<file path="src/rtl/fetch_stage_pkg.sv">
// Shared pipeline definitions for the instruction-fetch stage:
// datapath width, the NOP bubble word and the fetch FSM encoding.
`timescale 1ns/1ps
package fetch_stage_pkg;

  localparam int XLEN = 32;

  localparam logic [XLEN-1:0] NOP_INSTR = 32'h0000_0013;

  typedef enum logic [1:0] {
    S_REQ  = 2'd0,
    S_WAIT = 2'd1,
    S_DROP = 2'd2
  } fetch_state_e;

endpackage

</file>
<file path="src/rtl/fetch_stage.sv">
// Instruction-fetch stage: owns the PC, keeps one request outstanding to a
// variable-latency instruction memory and holds the returned word for IF/ID.
//
// state  | meaning
// S_REQ  | no request outstanding; request PC when the buffer has room
// S_WAIT | request granted, waiting for its response
// S_DROP | request granted but squashed by a redirect; discard its response
`timescale 1ns/1ps
module fetch_stage #(
  parameter logic [31:0] RESET_PC  = 32'h0000_0000,
  parameter logic [31:0] NOP_INSTR = fetch_stage_pkg::NOP_INSTR
) (
  input  logic        clk,
  input  logic        reset,
  input  logic        StallF,
  input  logic        PCSrcE,
  input  logic [31:0] PCTargetE,
  output logic        imem_req,
  output logic [31:0] imem_addr,
  input  logic        imem_gnt,
  input  logic        imem_rvalid,
  input  logic [31:0] imem_rdata,
  output logic [31:0] pcF,
  output logic [31:0] pc_plus_fourF,
  output logic [31:0] instrF,
  output logic        validF
);
  import fetch_stage_pkg::*;

  fetch_state_e state;
  fetch_state_e state_nxt;

  logic [XLEN-1:0] pc;
  logic [XLEN-1:0] pc_plus4;
  logic [XLEN-1:0] buf_pc;
  logic [XLEN-1:0] buf_pc4;
  logic [XLEN-1:0] buf_instr;
  logic            buf_valid;
  logic            run;
  logic            fire;
  logic            consume;
  logic            fill;

  assign pc_plus4 = pc + 32'd4;
  assign fire     = imem_req & imem_gnt;
  assign consume  = buf_valid & ~StallF;
  assign fill     = (state == S_WAIT) & imem_rvalid & ~PCSrcE;

  always_ff @(posedge clk or negedge reset) begin
    if (!reset) begin
      state <= S_REQ;
    end else begin
      state <= state_nxt;
    end
  end

  // A redirect only changes where the FSM goes when a request is in flight.
  always_comb begin
    state_nxt = state;
    case (state)
      S_REQ: begin
        if (fire) state_nxt = PCSrcE ? S_DROP : S_WAIT;
      end
      S_WAIT: begin
        if (imem_rvalid)  state_nxt = S_REQ;
        else if (PCSrcE)  state_nxt = S_DROP;
      end
      S_DROP: begin
        if (imem_rvalid) state_nxt = S_REQ;
      end
      default: state_nxt = S_REQ;
    endcase
  end

  // run keeps imem_req low while reset is held and for the release cycle.
  always_comb begin
    imem_req = run & (state == S_REQ) & (~buf_valid | ~StallF);
    instrF   = buf_valid ? buf_instr : NOP_INSTR;
  end

  always_ff @(posedge clk or negedge reset) begin
    if (!reset) begin
      run       <= 1'b0;
      pc        <= RESET_PC;
      buf_valid <= 1'b0;
      buf_pc    <= '0;
      buf_pc4   <= '0;
      buf_instr <= NOP_INSTR;
    end else begin
      run <= 1'b1;
      if (PCSrcE) begin
        pc        <= {PCTargetE[31:2], 2'b00};
        buf_valid <= 1'b0;
      end else if (fill) begin
        pc        <= pc_plus4;
        buf_pc    <= pc;
        buf_pc4   <= pc_plus4;
        buf_instr <= imem_rdata;
        buf_valid <= 1'b1;
      end else if (consume) begin
        buf_valid <= 1'b0;
      end
    end
  end

  assign imem_addr     = pc;
  assign pcF           = buf_pc;
  assign pc_plus_fourF = buf_pc4;
  assign validF        = buf_valid;

endmodule

</file>
<file path="config.mk">
export PLATFORM = sky130hd
export DESIGN_NAME = fetch_stage
export DESIGN_NICKNAME = d
export VERILOG_FILES = /design/src/rtl/fetch_stage_pkg.sv /design/src/rtl/fetch_stage.sv
export SDC_FILE = /design/constraint.sdc
export NUM_CORES = 1
export LEC_CHECK = 0
export CAP_MARGIN = 20
export CORE_MARGIN = 4
export CORE_UTILIZATION = 43
export CTS_BUF_LIST = sky130_fd_sc_hd__clkbuf_2 sky130_fd_sc_hd__clkbuf_4 sky130_fd_sc_hd__clkbuf_8
export DETAILED_ROUTE_END_ITERATION = 12
export HOLD_SLACK_MARGIN = 0.06
export PLACE_DENSITY = 0.84
export REMOVE_ABC_BUFFERS = 1
export SYNTH_ARGS = -nofsm -noshare
export SYNTH_HDL_FRONTEND = slang
export SYNTH_SLANG_ARGS = --single-unit
</file>
<file path="constraint.sdc">
create_clock -name clk -period 2.15 [get_ports clk]
set_input_delay 0.3225 -clock clk [delete_from_list [all_inputs] [get_ports clk]]
set_output_delay 0.3225 -clock clk [all_outputs]
set_load 0.03 [all_outputs]
</file>
==> impl_metrics.py <==
metrics = {
    "global_route": {
        "globalRouteTotalUtil": 0.221,
        "grt_pass1_vias": 5598,
        "grt_max_degree": 83,
        "antenna_found_initial": 0,
        "grt_pass1_wl_mm": 28.5,
        "grt_overflow": 0,
    },
    "die": {
        "die-area_um2": 15900,
        "die_h_um": 126,
        "fp.dieW_um": 126,
        "initial_core_util": 0.445,
        "row_count": 42,
        "ios": 200,
        "floorplan.core_area_um2": 13500,
    },
    "power": {
        "p_leak_nw": 4.04,
        "peakVddDrop_mv": 0.531,
        "power_per_cell_area_nw_per_um2": 956,
    },
    "timing": {
        "fin_crit_ns": 2.08,
        "setup_viol": 0,
        "max_freq_ghz": 0.481,
        "final_hold_viol_count": 0,
        "post-route-period-util": 0.966,
        "rsz0062_at_grt": "true",
        "totalNegativeSetupSlack_ns": 0,
        "slew_viol_final": 0,
        "clock_skew_ns": 0.0101,
    },
    "setup_path": {
        "crit_required_ns": 2.48,
        "end_kind": "flip-flop",
        "critPathTopFamily": "simple AND/OR/NAND/NOR gates",
        "cp_max_fo": 7,
        "worstPathCellList": "nand4_2 -> or4_4 -> buf_6 -> or4_1 -> a31oi_1",
        "crit_type": "reg2reg",
        "cpPeakStageDelay_ns": 0.60,
        "cp.arrival_ns": 2.41,
        "start_kind": "flip-flop",
        "path_buf_inv": 1,
        "slowest_stage": "or4_4",
    },
    "routing": {
        "drtAntennaViolNets": 0,
        "wire_per_inst_um": 16.0,
        "vias": 5715,
        "drt-vias-per-instance": 5.20,
        "dr.pass1.iters": 4,
        "wl_mm": 17.6,
        "drtIter0Drc": 420,
        "drc_errors": 0,
    },
    "cts": {
        "cts_buffers": 17,
        "cts_buffer_depth": 2,
        "cts_tree": "built",
        "htree_levels": 4,
        "clock-sinks": 126,
        "worst_skew_pair.late_latency_ns": 0.42,
        "clk_pin_slew_ns": 0.07,
        "clk_root_buffer_cell": "clkbuf_8",
    },
    "finish": {
        "num_antenna_cells": 0,
        "syn2layout_area_growth_pct": 47.8,
        "final_cell_mix": "nand2_1 (237), clkdlybuf4s50_1 (156), dfrtp_1 (121)",
        "final_area_um2": 8850,
        "drive_gt1_frac": 0.123,
        "fin_nets": 982,
        "fill_cells": 1097,
        "final_common_cell": "nand2_1",
    },
    "synth": {
        "ys_async_sr_fraction": 1.00,
        "yosysUniqueCellTypes": 40,
        "synth_edf_count": 0,
        "postSynthCellCount": 695,
        "synth_seq_cells": 126,
        "seq_area_frac_synth": 0.527,
        "ys.warnings.count": 0,
        "synth-main-ff-cell": "dfrtp_1",
        "synth.avg_cell_area_um2": 8.62,
        "syn_area_um2": 5990,
    },
    "place": {
        "portBuffers": 191,
        "gp_congestion": 0.851,
        "dpl-instance-area_um2": 8360,
        "dp_hpwl_mm": 12.3,
    },
    "status": {
        "outcome": "finished, final reports clean",
    },
    "hold_path": {
        "hold_path.class": "in2reg",
    },
    "run": {
        "cap_violations": 0,
    },
}
## per-layer routing
| layer | GRT usage | part of all wire |
|---|---|---|
| met5 | 0 | 0 |
| met4 | 0.0909 | 0.027 |
| met3 | 0.0483 | 0.061 |
| met2 | 0.360 | 0.48 |
| met1 | 0.289 | 0.43 |
## worst paths after layout
| path | start | end | slack (ns) | cells past startpoint |
|---|---|---|---|---|
| worst max-delay path | imem_addr[5] | pc_plus_fourF[28] | 0.07 | 5 |
| worst min-delay path | imem_rdata[0] | buf_instr[0] | 0.40 | 3 |
| worst max register to register | imem_addr[5] | pc_plus_fourF[28] | 0.07 | 5 |
| worst min register to register | buf_instr[0] | buf_instr[0] | 0.46 | 2 |
| max in group asynchronous | reset | buf_instr[1] | 1.29 | 3 |
| min in group asynchronous | reset | pcF[25] | 0.43 | 3 |
## synth_stat cells (6+ instances only)
cell	count	area share
buf_2	6	0.0050
or4_1	22	0.028
o21ai_0	40	0.033
nor3_1	10	0.0084
nand3_1	6	0.0050
xnor2_1	19	0.028
o31ai_1	16	0.020
nand4_1	9	0.0094
dfrtp_1	123	0.51
nand2_1	238	0.15
nor2_1	36	0.023
a31oi_1	28	0.029
clkbuf_1	42	0.026
xor2_1	8	0.012
buf_4	7	0.0088
or3_1	16	0.017
and2_1	29	0.030
## metrics by stage
stage / total power, mW / hold WS (ns) / util / std cells / setup WS, ns
CTS: 8.55 / 0.363 / 0.652 / 1095 / 0.0000507
finish: 8.47 / 0.396 / 0.658 / 1100 / 0.0731
floorplan: 4.89 / 0.0269 / - / 639 / -2.13
global placement: 6.27 / 0.308 / 0.621 / 1060 / -0.0800
global route: 8.92 / 0.382 / 0.658 / 1100 / -0.00153
detailed placement: 6.35 / 0.310 / 0.621 / 1060 / -0.0993
## state kept, by name (all words and copies together), names as in the netlist
register,flops
validF,1
state,2
run,1
pcF,30
buf_instr,32
pc_plus_fourF,30
imem_addr,30
## where the power goes
part / internal (mW) / switching (mW) / total (mW)
logic: 1.24 / 1.73 / 2.97
registers: 3.00 / 0.338 / 3.34
clock network: 1.28 / 0.875 / 2.16
## worst min-delay path: stages
cell and delay [ns]:
clkdlybuf4s50_1 0.40, nand2_1 0.05, nand2_1 0.04
## kinds of logic (layout without fill, tap and decap cells)
kind of cell | after synthesis | in the layout | synth area share
buf+inv | 63 | 287 | 0.0459
simple gates | 383 | 383 | 0.290
xor+xnor | 27 | 27 | 0.0395
compound gates | 90 | 90 | 0.0894
fa+ha+maj | 1 | 1 | 0.00209
mux | 3 | 3 | 0.00522
flops | 126 | 126 | 0.527
other cells | 2 | 7 | 0.00125
## layout make-up
cell class	instances	area, um^2	share of cell area
inverter	2	7.51	0.000848
clock buffer	27	353	0.0398
sequential	126	3160	0.357
clock inverter	5	75.1	0.00848
timing repair buffer	253	2420	0.274
multi-input combinational	511	2620	0.295
tap	176	220	0.0249
## what timing repair did
action                     in CTS  in global routing
hold endpoints to repair      123                  0
hold buffers                    1                  0
resized for setup              32                 13
pin swaps                       1                  6
setup endpoints to repair      32                 18
gates cloned                    0                  1
buffers inserted                2                  4
Note: power is estimated with default switching activity, not from simulation.
==> RTL edit, RTL diff (same settings) <==
Make the reset (`reset`) synchronous in 2 clocked blocks.
--- a/src/rtl/fetch_stage.sv
+++ b/src/rtl/fetch_stage.sv
@@ -46,7 +46,7 @@
   assign consume  = buf_valid & ~StallF;
   assign fill     = (state == S_WAIT) & imem_rvalid & ~PCSrcE;
 
-  always_ff @(posedge clk or negedge reset) begin
+  always_ff @(posedge clk) begin
     if (!reset) begin
       state <= S_REQ;
     end else begin
@@ -78,7 +78,7 @@
     instrF   = buf_valid ? buf_instr : NOP_INSTR;
   end
 
-  always_ff @(posedge clk or negedge reset) begin
+  always_ff @(posedge clk) begin
     if (!reset) begin
       run       <= 1'b0;
       pc        <= RESET_PC;
Behaviour: differs if reset is asserted again (counterexample within 4 cycles, from zero or initial values and one cycle with reset low); with reset held inactive, the same outputs for 4 cycles.
==> RTL edit against the original RTL <==
Worst setup slack improved by 45 ps; final area is 4.0% lower; die area is 3.5% lower; sequential cell count unchanged; via count up 5.7%; wire length is 3.2% higher; global-route usage rose by 1.4 points; area after synthesis down 3.8%; synthesized cell count grew 5.9%.
Power is not compared: it rests on default switching activity, and its combinational part moved more than twofold at a synthesized area within 25%.
==> RTL edit: results (changes against the original RTL) <==
fin nets 1004 (+2.2%); largest net degree at the start of global routing 77 (-7.2%); ant diodes 0 (unchanged); 1st-iter DRT viols 466 (+11%); global placement routability congestion 0.804 (-5.5%); maximum clock path buffer count 2 (unchanged); max FFs per register 32 (unchanged); WL final 18200 um (+3.2%); ys flop type dfxtp_1; Worst path slowest cell clkdlybuf4s50_1; met2 Use GR 37.4% (+1.4 points); Root Buffer clkbuf_8; leading post-synthesis cells by cell area dfxtp_1 44%, nand2_1 9.2%, a21oi_1 6.7%; TritonCTS Buffers 17 (unchanged); max-slew violations 0 (unchanged); critical path arrival 1710 ps (-700 ps); clock skew 14.0 ps (+3.94 ps); YS warnings 0 (unchanged); vias in the first global route 5647 (+0.88%); fillers 1178 (+7.4%); 1st-pass router iterations 5 (+1); H-tree depth 4 (unchanged); Skew-Pair Late Insertion Delay 450 ps (+30 ps); Worst Hold Class primary input to flip-flop; CP max stage delay 740 ps (+140 ps); first-pass GRT wire length 28300 um (-0.56%); crit-path max FO 9 (+2); worst vdd ir 0.339 mV; Top reg by flops buf_instr; Setup WS pre-CTS -174 ps (-75.2 ps); Global Route met3 Usage 6.13% (+1.3 points); outcome finished, final reports clean; register area share after synthesis 43.8% (-8.9 points); post-synth cell types 50 (+25%); list of most frequent post-synthesis cells 142 x nand2_1, 126 x dfxtp_1, 77 x a21oi_1; met1 Track Usage GR 30.6% (+1.7 points); leakage power 3.34 nW; ys async rst share 0% (-100 points); Via density 5.39 (+3.6%); layout cells sized above 1 10.4% (-2.0 points); Largest delay share family, worst path buffers and inverters; Reg clk slew, reported paths 70 ps (about the same); Global Route Usage Sum 23.5% (+1.4 points); initial antenna violation count 0 (unchanged); DPL Wire Length 12700 um (+3.7%); Port Buffers 191 (unchanged)
-- RTL edit: path summary, 6_finish.rpt --
check,start,to,slack (ps),cells past startpoint
worst min register to register,buf_instr[20]$_SDFFE_PN0P_,buf_instr[20]$_SDFFE_PN0P_,450,2
worst max register to register,imem_addr[2]$_SDFFE_PN0P_,imem_addr[18]$_SDFFE_PN0P_,150,5
worst min-delay path,reset,run$_DFF_P_,300,2
worst max-delay path,imem_addr[27]$_SDFFE_PN0P_,imem_addr[27],120,1
-- RTL edit: metrics by stage --
stage	total power, mW	instances	instance area, um^2	util, %
finish	5.02	1122	8500	64.4
global route	5.23	1122	8500	64.4
CTS	5.08	1122	8440	64.0
detailed placement	3.15	1090	8080	61.3
global placement	3.14	1090	8080	61.3
floorplan	2.78	668	5470	-
-- RTL edit: layout make-up --
type | count | share of cell area (%)
clock buffer | 18 | 2.92
inverter | 6 | 0.265
multi-input combinational | 536 | 34.6
sequential | 126 | 29.7
tap | 176 | 2.59
timing repair buffer | 246 | 28.6
clock inverter | 14 | 1.43
-- RTL edit: per-layer routing --
layer,vias to the layer above,wire length [um]
met2,271,8260
met5,-,0
met4,0,380
li1,2985,-
met3,32,1570
met1,2754,7980
-- RTL edit: kinds of logic after synthesis --
group	share of synthesized area, %
DFF	43.8
xor gates and xnor gates	3.04
muxes	0.347
and+or+nand+nor	27.6
adders and majority gates	0.217
AOI/OAI and AO/OA	19.1
other	0.0651
buffers and inverters	5.90
-- RTL edit: repair_timing --
item	4_1_cts	5_1_grt
setup buffers	0	0
resized for setup	8	23
gates cloned	0	0
pin swaps	0	0
endpoints found under the setup margin	8	23
-- RTL edit: report_power, final --
| part | internal, mW | switching, mW | total (mW) |
|---|---|---|---|
| Sequential | 2.39 | 0.0667 | 2.46 |
| Combinational | 0.305 | 0.339 | 0.644 |
| Clock | 0.935 | 0.985 | 1.92 |
